## config.mk

```make
export PLATFORM = sky130hd
export DESIGN_NAME = lfsr_param
export DESIGN_NICKNAME = d
export VERILOG_FILES = /design/src/rtl/lfsr_param.sv
export SDC_FILE = /design/constraint.sdc
export NUM_CORES = 1
export LEC_CHECK = 0
export BUFFER_PORTS_ARGS = -buffer_cell sky130_fd_sc_hd__buf_2
export CAP_MARGIN = 20
export CELL_PAD_IN_SITES_DETAIL_PLACEMENT = 0
export CELL_PAD_IN_SITES_GLOBAL_PLACEMENT = 1
export CORE_AREA = 2 2 53 55
export DETAILED_ROUTE_END_ITERATION = 7
export DIE_AREA = 0 0 55 57
export PLACE_DENSITY = 0.78
export SYNTH_ARGS = -nofsm -noshare
export SYNTH_HDL_FRONTEND = slang
export SYNTH_SLANG_ARGS = --single-unit
```

## constraint.sdc

```tcl
create_clock -name clk -period 1.8 [get_ports clk]
set_clock_uncertainty 0.05 [all_clocks]
set_input_delay 0.09 -clock clk [delete_from_list [all_inputs] [get_ports clk]]
set_output_delay 0.09 -clock clk [all_outputs]
set_load 0.05 [all_outputs]
```

## src/rtl/lfsr_param.sv

```systemverilog
// Parametrised Fibonacci LFSR with run-time seed load, all-zero recovery and a period-wrap pulse.
// Define LFSR_STEP_COUNT_EN to build the step counter; otherwise step_cnt is tied to zero.
module lfsr_param #(
    parameter int               WIDTH = 7,
    parameter logic [WIDTH-1:0] TAPS  = 7'h60,
    parameter logic [WIDTH-1:0] SEED  = {{(WIDTH-1){1'b0}}, 1'b1}
) (
    input  logic             clk,
    input  logic             rst,
    input  logic             en,
    input  logic             load,
    input  logic [WIDTH-1:0] seed_in,
    output logic [WIDTH-1:0] data_out,
    output logic             bit_out,
    output logic             wrap,
    output logic             lockup,
    output logic [WIDTH-1:0] step_cnt
);

    logic [WIDTH-1:0] r_state;
    logic [WIDTH-1:0] r_ref;
    logic             r_wrap;
    logic             r_lockup;
    logic             w_fb;
    logic             w_seedZero;
    logic             w_stateZero;
    logic [WIDTH-1:0] w_stepState;
    logic             w_stepWrap;

    assign w_fb        = ^(r_state & TAPS);
    assign w_seedZero  = (seed_in == '0);
    assign w_stateZero = (r_state == '0);

    // A zero state can only appear with non-maximal taps; stepping out of it restarts at SEED.
    assign w_stepState = w_stateZero ? SEED : {r_state[WIDTH-2:0], w_fb};
    assign w_stepWrap  = (w_stepState == r_ref);

    always_ff @(posedge clk or posedge rst) begin
        if (rst) begin
            r_state  <= SEED;
            r_ref    <= SEED;
            r_wrap   <= 1'b0;
            r_lockup <= 1'b0;
        end else if (load) begin
            r_wrap <= 1'b0;
            if (w_seedZero) begin
                r_state  <= SEED;
                r_ref    <= SEED;
                r_lockup <= 1'b1;
            end else begin
                r_state  <= seed_in;
                r_ref    <= seed_in;
                r_lockup <= 1'b0;
            end
        end else if (en) begin
            r_state <= w_stepState;
            r_wrap  <= w_stepWrap;
            if (w_stateZero) begin
                r_lockup <= 1'b1;
            end
        end else begin
            r_wrap <= 1'b0;
        end
    end

`ifdef LFSR_STEP_COUNT_EN
    logic [WIDTH-1:0] r_stepCnt;

    // The counter restarts on the same step that raises wrap, so it spans one full period.
    always_ff @(posedge clk or posedge rst) begin
        if (rst) begin
            r_stepCnt <= '0;
        end else if (load) begin
            r_stepCnt <= '0;
        end else if (en) begin
            if (w_stepWrap) begin
                r_stepCnt <= '0;
            end else begin
                r_stepCnt <= r_stepCnt + 1'b1;
            end
        end
    end

    assign step_cnt = r_stepCnt;
`else
    assign step_cnt = '0;
`endif

    assign data_out = r_state;
    assign bit_out  = r_state[WIDTH-1];
    assign wrap     = r_wrap;
    assign lockup   = r_lockup;

endmodule

```

# After elaboration in Yosys (flattened, before gate mapping)
# Cells that the tools add are included.
# totals
wordCells	21
ff_bits	16
# op_classes
eq_ne	1
n_reduce_logical	6
mux	10
# ops
cell	count
$mux 7	4
$logic_not 7->1	2
$eq 7x7->1	1
$reduce_xor 7->1	1
$mux 1	6
$reduce_bool 2->1	2
$reduce_and 2->1	1

# Depth between registers and ports, before layout
# Gate-level depths: netlist (run 1).
# depth
ltp_word	5
depth_mapped	4
mapped_depth_nobuf	3

# Worst setup path after synthesis (run 1)
# Ideal clock, no wire load.
# synth_timing
path_type	register to register
startpoint	reg r_state[1], in the netlist data_out[1]
endpoint	reg r_wrap, in the netlist wrap
arrival_ns	1.547
n_path_buf	0
synth_period_minus_slack_ns	1.740
required_time_ns	1.607
path_stages_with_launch	4
setup_time_ns	0.143
path_slack_ns	0.060
path_cell_list	dfrtp_1 > or4_1 > o311ai_0 > a2111oi_0
# synth_via
elab_chain_cells	5
# synth_lines
element	line	rtl
start: declaration	20	logic [WIDTH-1:0] r_state;
start signal: assignment	51	r_state <= seed_in;
start signal: assignment	56	r_state <= w_stepState;
$logic_not 7->1	32	assign w_stateZero = (r_state == '0);
$mux 7 (*)	35	assign w_stepState = w_stateZero ? SEED : {r_state[WIDTH-2:0], w_fb};
$eq 7x7->1 (*)	36	assign w_stepWrap = (w_stepState == r_ref);
$mux 1 (*)	55	end else if (en) begin
$mux 1 (*)	44	end else if (load) begin
end signal: assignment	57	r_wrap <= w_stepWrap;
end: declaration	22	logic r_wrap;
# Every way passes the cells marked *; elsewhere a longest branch is shown, timed or not.
# A chain may end at the register's enable or synchronous reset.

# Final worst setup path (run 1)
# Ends and elaborated chain as after synthesis.

==> summary.md, run 1 <==
| Metric | Value |
|---|---|
| Status | `finished clean` |
| Worst Hold Class | `in2reg` |
| GR Overflow Total | `0` |
| Worst Setup Slack post-DPL | `224.5 ps` |
| Post-Layout Inst Area | `slightly above 1000 µm²` |
| Clock slew at reported path FFs | `roughly 90 ps` |
| Height of the die | `~57 µm` |
| Worst slew margin relative to its limit | `59.81%` |
| N_diodes | `0` |
| Fin crit share | `87.67%` |
| Synthesized cell area | `859.6 µm²` |
| Total GRT Usage | `12.55%` |
| Post-Route WL | `roughly 1700 µm` |
| Post-route ant nets | `0` |
| Cell variety after synth | `27` |
| #FFs+latches synth | `16` |
| Cell Area, Placed | `approximately 940 µm²` |
| RSZ-0062 raised after global routing | `no` |
| Die X | `55 µm` |
| YS warnings | `0` |
| R2R Setup Slk | `220 ps` |
| Largest net degree at the start of global routing | `22` |
| Seq pwr share | `48.6%` |
| Hold endpoint | `r_ref[1]` |
| Final Net Count | `125` |
| Min Tclk post-route | `1578 ps` |
| Maximum clock frequency | `633.7 MHz` |
| Initial drt markers | `11` |
| First drt pass iteration count | `4` |
| CP endpoint kind | `flop` |
| # IOs | `28` |
| Ratio of cells with drive above 1 in the final layout | `23.01%` |
| Insertion delay to the later sink of the worst-skew pair | `290 ps` |
| Worst vdd ir | `0.0003914 V` |
| Internal | `566.1 µW` |
| GP Congestion | `0.8777` |
| Fill count | `280` |
| Clock Tree Root | `clkbuf_4` |
| Clk pwr share | `22.5%` |
| Fin Setup TNS | `0 ps` |
| Hold slack | `5.657 ps` |
| TritonCTS clock tree | `yes` |
| R2R depth | `3` |
| CP Max Fanout | `6` |
| Number of buffers created by CTS | `3` |
| Worst R2R Start | `data_out[1]` |
| Slew Limit Fails | `0` |
| Cell count after placement | `between 100 and 150` |
| Part of the Yosys area used for sequential elements | `between 40% and 50%` |
| Fin util | `39.43%` |
| Finish-stage setup viols | `0` |
| Clock sink count | `16` |
| Non-Filler Instances | `144` |
| Endpoints failing hold | `0` |
| Worst-margin pin slew | `about 600 ps` |
| Reg-to-Reg End | `wrap` |
| NetSw | `331.2 µW` |
| DPL Wire Length | `1280 µm` |
| WP data required | `1910 ps` |
| PnR worst setup slack | `222.0 ps` |
| Mapped Cells | `89` |
| Area Overhead vs Synth | `19.94%` |
| CORE AREA | `between 2000 and 3000 µm²` |
| Hold path cells | `2` |
| Number of I/O port buffers | `20` |
| Startpoint types | `flop` |
| Combinational share of power | `28.9%` |
| Static Leak | `0.4844 nW` |
| Syn_area_per_cell | `9.658 µm²` |
| H-tree Lvls | `1` |
| First-pass GRT wire length | `around 2800 µm` |
| Post-CTS Resized | `0` |
| DRC errors left | `0` |
| Die ar. | `3135 µm²` |
| Vias in the first global route | `around 650` |
| FP Rows | `19` |
| Clock Tree Buf Depth | `2` |
| Wire per inst | `12.10 µm` |
| Overall power | `897.3 µW` |
| Hold path start | `seed_in[1]` |
| Initial antenna violation count | `0` |
| PwrDens | `870.4 nW/µm²` |
| Maximum Capacitance Violations | `0` |
| Starting density of the core | `32.87%` |
| Sw frac | `a little under two fifths` |
| Crit Path Category | `reg2reg` |
| DR vias | `701` |
| Arrival time worst endpoint | `1680 ps` |
| Drt via density | `4.868` |
## Yosys cell counts
library cell,n,share of area [%]
dfrtp_1,14,41
or4_1,1,0.87
o22ai_1,1,0.73
mux2i_1,6,7.0
a21oi_1,2,1.2
nor4_1,2,1.5
o311a_1,1,1.2
nor3b_1,1,0.87
nor4b_1,1,1.0
mux2_2,1,1.3
a31oi_1,1,0.73
nor2b_1,1,0.73
buf_2,1,0.58
inv_1,8,3.5
xnor2_1,7,7.1
conb_1,1,0.44
o311ai_0,1,1.0
buf_4,8,7.0
nand2_1,7,3.1
nor2_1,1,0.44
dfstp_2,2,6.1
a2bb2oi_1,1,1.0
o21ai_0,12,7.0
a2111oi_0,1,1.0
o211ai_1,1,0.87
clkbuf_1,3,1.3
nand3_1,3,1.7
## worst max path at each step
stage                start   end  depth (start not counted)
6_report       data_out[1]  wrap                          3
5_1_grt        data_out[1]  wrap                          3
4_1_cts        data_out[1]  wrap                          3
3_5_place_dp   data_out[1]  wrap                          3
3_3_place_gp   data_out[1]  wrap                          3
2_1_floorplan  data_out[1]  wrap                          3
## critical path, stage by stage, from the launching register on
cell	delay, ps
dfrtp_1	450
or4_1	540
o311ai_0	270
a2111oi_0	150
## power by group through the flow
| stage | sequential [mW] | combinational (mW) | clock, mW |
|---|---|---|---|
| 4_1_cts | 0.436 | 0.262 | 0.212 |
| 3_5_place_dp | 0.443 | 0.251 | 0 |
| 3_3_place_gp | 0.441 | 0.251 | 0 |
| 5_1_grt | 0.442 | 0.281 | 0.223 |
| 2_1_floorplan | 0.494 | 0.157 | 0 |
| 6_report | 0.436 | 0.259 | 0.202 |
## placed cells by master (no fill, tap or decap), drive strengths merged, types with 2 or more instances in the layout
| cell | instances |
|---|---|
| a21oi | 2 |
| buf | 20 |
| clkbuf | 4 |
| conb | 7 |
| dfrtp | 14 |
| dfstp | 2 |
| dlygate4sd3 | 6 |
| inv | 8 |
| mux2i | 6 |
| nand2 | 7 |
| nand3 | 3 |
| nor4 | 2 |
| o21ai | 12 |
| xnor2 | 7 |
## kinds of logic (layout without fill, tap and decap cells)
| kind of cell | count (synthesis) | count (layout) | synth area share, % |
|---|---|---|---|
| buffers and inverters | 20 | 38 | 12.37 |
| DFF | 16 | 16 | 46.87 |
| AOI/OAI and AO/OA | 21 | 21 | 14.70 |
| other | 1 | 7 | 0.4363 |
| muxes | 7 | 7 | 8.297 |
| and+or+nand+nor | 17 | 17 | 10.19 |
| xor gates and xnor gates | 7 | 7 | 7.133 |
## layer usage
layer,vias up,global-route usage (%),routed length (µm)
met5,-,0,0
met4,0,8.362,48
met3,5,1.571,60
met2,17,19.56,876
met1,335,15.82,757
li1,344,-,-
## final cells by class
cell class	instances	area [µm²]	area share, %
clock buffer	4	26.28	2.549
inverter	8	30.03	2.913
multi-input combinational	59	372.9	36.17
sequential	16	402.9	39.08
tap	31	38.79	3.762
timing repair buffer	26	160.2	15.53
## state kept, by name (all words and copies together), names as in the netlist
register	flops
data_out	7
r_ref	7
wrap	1
lockup	1
## what timing repair did
action,in CTS,in global routing
hold buffers,6,0
hold endpoints to repair,23,0
setup buffers,0,0
No activity file was read; power rests on OpenSTA's default activity.
==> inputs of run 2 (changes only) <==
Clock period 1.8 ns to 1.9 ns, I/O delays scaled along.
==> run 2 against run 1 <==
  * Global-route usage did not move
  * Via count fell by 2.7%
  * Critical path depth did not move
  * First-iteration DRC count fell by 73%
  * Utilization shrank 0.38 points
  * Flip-flop and latch count stayed put
  * Clock power shrank 7%
  * Wire length fell by 1.8%
  * Count of clock-buffer cells in the layout unchanged
  * Largest cell class unchanged
==> summary.md, run 2 (same netlist as run 1, synthesis figures left out) <==
| Metric | Value |
|---|---|
| Drt via density | `~4.8` |
| PnR worst setup slack | `305.1 ps` |
| Crit Path Category | `reg2reg` |
| First drt pass iteration count | `4` |
| Area Overhead vs Synth | `18.78%` |
| Final Net Count | `124` |
| Clock sink count | `16` |
| TritonCTS clock tree | `yes` |
| Clock slew at reported path FFs | `90 ps` |
| Starting density of the core | `32.87%` |
| Largest net degree at the start of global routing | `22` |
| R2R Setup Slk | `roughly 310 ps` |
| Initial antenna violation count | `0` |
| Worst Setup Slack post-DPL | `318.3 ps` |
| Bufs and invs on worst path | `0` |
| Maximum clock frequency | `627.0 MHz` |
| Wire per inst | `~12 µm` |
| Crit path cell chain | `nor4_1 > a2bb2oi_1 > a2111oi_0` |
| Post-route ant nets | `0` |
| Most frequent cells in the layout | `buf_2, dfrtp_1, o21ai_0, inv_1` |
| Maximum Capacitance Violations | `0` |
| DPL Wire Length | `1284 µm` |
| Number of buffers created by CTS | `3` |
| Worst-margin pin slew | `587.1 ps` |
| Slew Limit Fails | `0` |
| Die ar. | `between 3000 and 4000 µm²` |
| Hold path start | `seed_in[0]` |
| CP endpoint kind | `flop` |
| Initial drt markers | `3` |
| PwrDens | `about 830 nW/µm²` |
| H-tree Lvls | `1` |
| Beginning of the critical path | `data_out[1]` |
| Fill count | `roughly 260` |
| Post-Layout Inst Area | `1021 µm²` |
| Fin util | `39.04%` |
| Cell Area, Placed | `944.7 µm²` |
| GR Overflow Total | `0` |
| R2R depth | `3` |
| Worst Hold Class | `in2reg` |
| GP Congestion | `0.8774` |
| CP top delay family | `compound AO/OA/AOI/OAI gates` |
| Status | `finished clean` |
| Static Leak | `around 0.48 nW` |
| Leading cell type in the layout, fill and taps excluded | `buf_2` |
| Die X | `55 µm` |
| Insertion delay to the later sink of the worst-skew pair | `280 ps` |
| Arrival time worst endpoint | `~1700 ps` |
| RSZ-0062 raised after global routing | `no` |
| Worst slew margin relative to its limit | `60.82%` |
| DRC errors left | `0` |
| Crit path max-delay cell type | `nor4_1` |
| Post-Route WL | `between 1500 and 2000 µm` |
| First-pass GRT wire length | `between 2000 and 3000 µm` |
| Total GRT Usage | `12.55%` |
| Startpoint types | `flop` |
| Worst R2R Start | `data_out[1]` |
| DR vias | `roughly 680` |
| Number of I/O port buffers | `20` |
| CP Max Fanout | `6` |
| Fin crit share | `a little over four fifths` |
| Vias in the first global route | `around 650` |
| WP depth | `3` |
| FP Rows | `19` |
| Fin Setup TNS | `0 ps` |
| Min Tclk post-route | `1595 ps` |
| Post-CTS Resized | `0` |
| Reg-to-Reg End | `wrap` |
| CP peak stage delay | `roughly 470 ps` |
| N_diodes | `0` |
| Endpoints failing hold | `0` |
| CORE AREA | `2615 µm²` |
| # IOs | `28` |
| Finish-stage setup viols | `0` |
| Clock Tree Root | `clkbuf_4` |
| Worst vdd ir | `approximately 0.00031 V` |
| Height of the die | `between 50 and 60 µm` |
| WP data required | `2000 ps` |
| CP endpoint | `wrap` |
| Clock Tree Buf Depth | `2` |
| Ratio of cells with drive above 1 in the final layout | `23.21%` |
==> run 2: cell count changes in the layout (fill, tap and decap cells not counted) <==
| cell | delta |
|---|---|
| dlygate4sd3_1 | -1 |
==> run 2: per-stage QoR <==
stage | power, mW | std cells | hold slack (ps)
3_5_place_dp | 0.6585 | 134 | 146.8
2_1_floorplan | 0.6175 | 95 | -42.69
4_1_cts | 0.8564 | 143 | 9.102
6_report | 0.8444 | 143 | 11.17
3_3_place_gp | 0.6553 | 134 | 136.5
5_1_grt | 0.8963 | 143 | 13.54
==> run 2: cell type report <==
cell class                 count  area [µm²]  share of cell area, %
clock buffer                   4       26.28                  2.574
inverter                       8       30.03                  2.941
tap                           31       38.79                  3.799
timing repair buffer          25       150.1                  14.71
sequential                    16       402.9                  39.46
multi-input combinational     59       372.9                  36.52
==> run 2: power by group <==
| part | switching, mW | total (mW) | internal (mW) |
|---|---|---|---|
| combinational | 0.166 | 0.245 | 0.0795 |
| clock | 0.106 | 0.187 | 0.0814 |
| sequential | 0.0382 | 0.412 | 0.374 |
| total | 0.309 | 0.844 | 0.535 |
==> run 2: how the worst min path moves through the flow <==
stage	end	cells after the start	slack, ps
2_1_floorplan	data_out[1]	1	-40
3_3_place_gp	data_out[5]	2	140
3_5_place_dp	r_ref[5]	2	150
4_1_cts	r_ref[1]	2	9
5_1_grt	r_ref[1]	2	10
6_report	r_ref[0]	3	10
==> run 2: metal layers <==
layer | global-route usage (%) | routed length, µm | vias to the layer above | part of all wire (%)
met5 | 0 | 0 | - | 0
met2 | 20.75 | 889 | 16 | 52
met3 | 1.571 | 70 | 2 | 4.1
met1 | 15.66 | 729 | 326 | 43
li1 | - | - | 338 | -
met4 | 6.272 | 19 | 0 | 1.1
==> run 2: worst register-to-register path, delay by kind of cell, from the launching register on <==
kind | cells | cell delay (ps)
DFF | 1 | 440
AOI/OAI and AO/OA | 2 | 510
and+or+nand+nor | 1 | 470
==> run 2: what timing repair did <==
action / CTS / global route
setup buffers: 0 / 0
endpoints found under the setup margin: 0 / 0
hold endpoints to repair: 21 / 0
hold buffers: 5 / 0
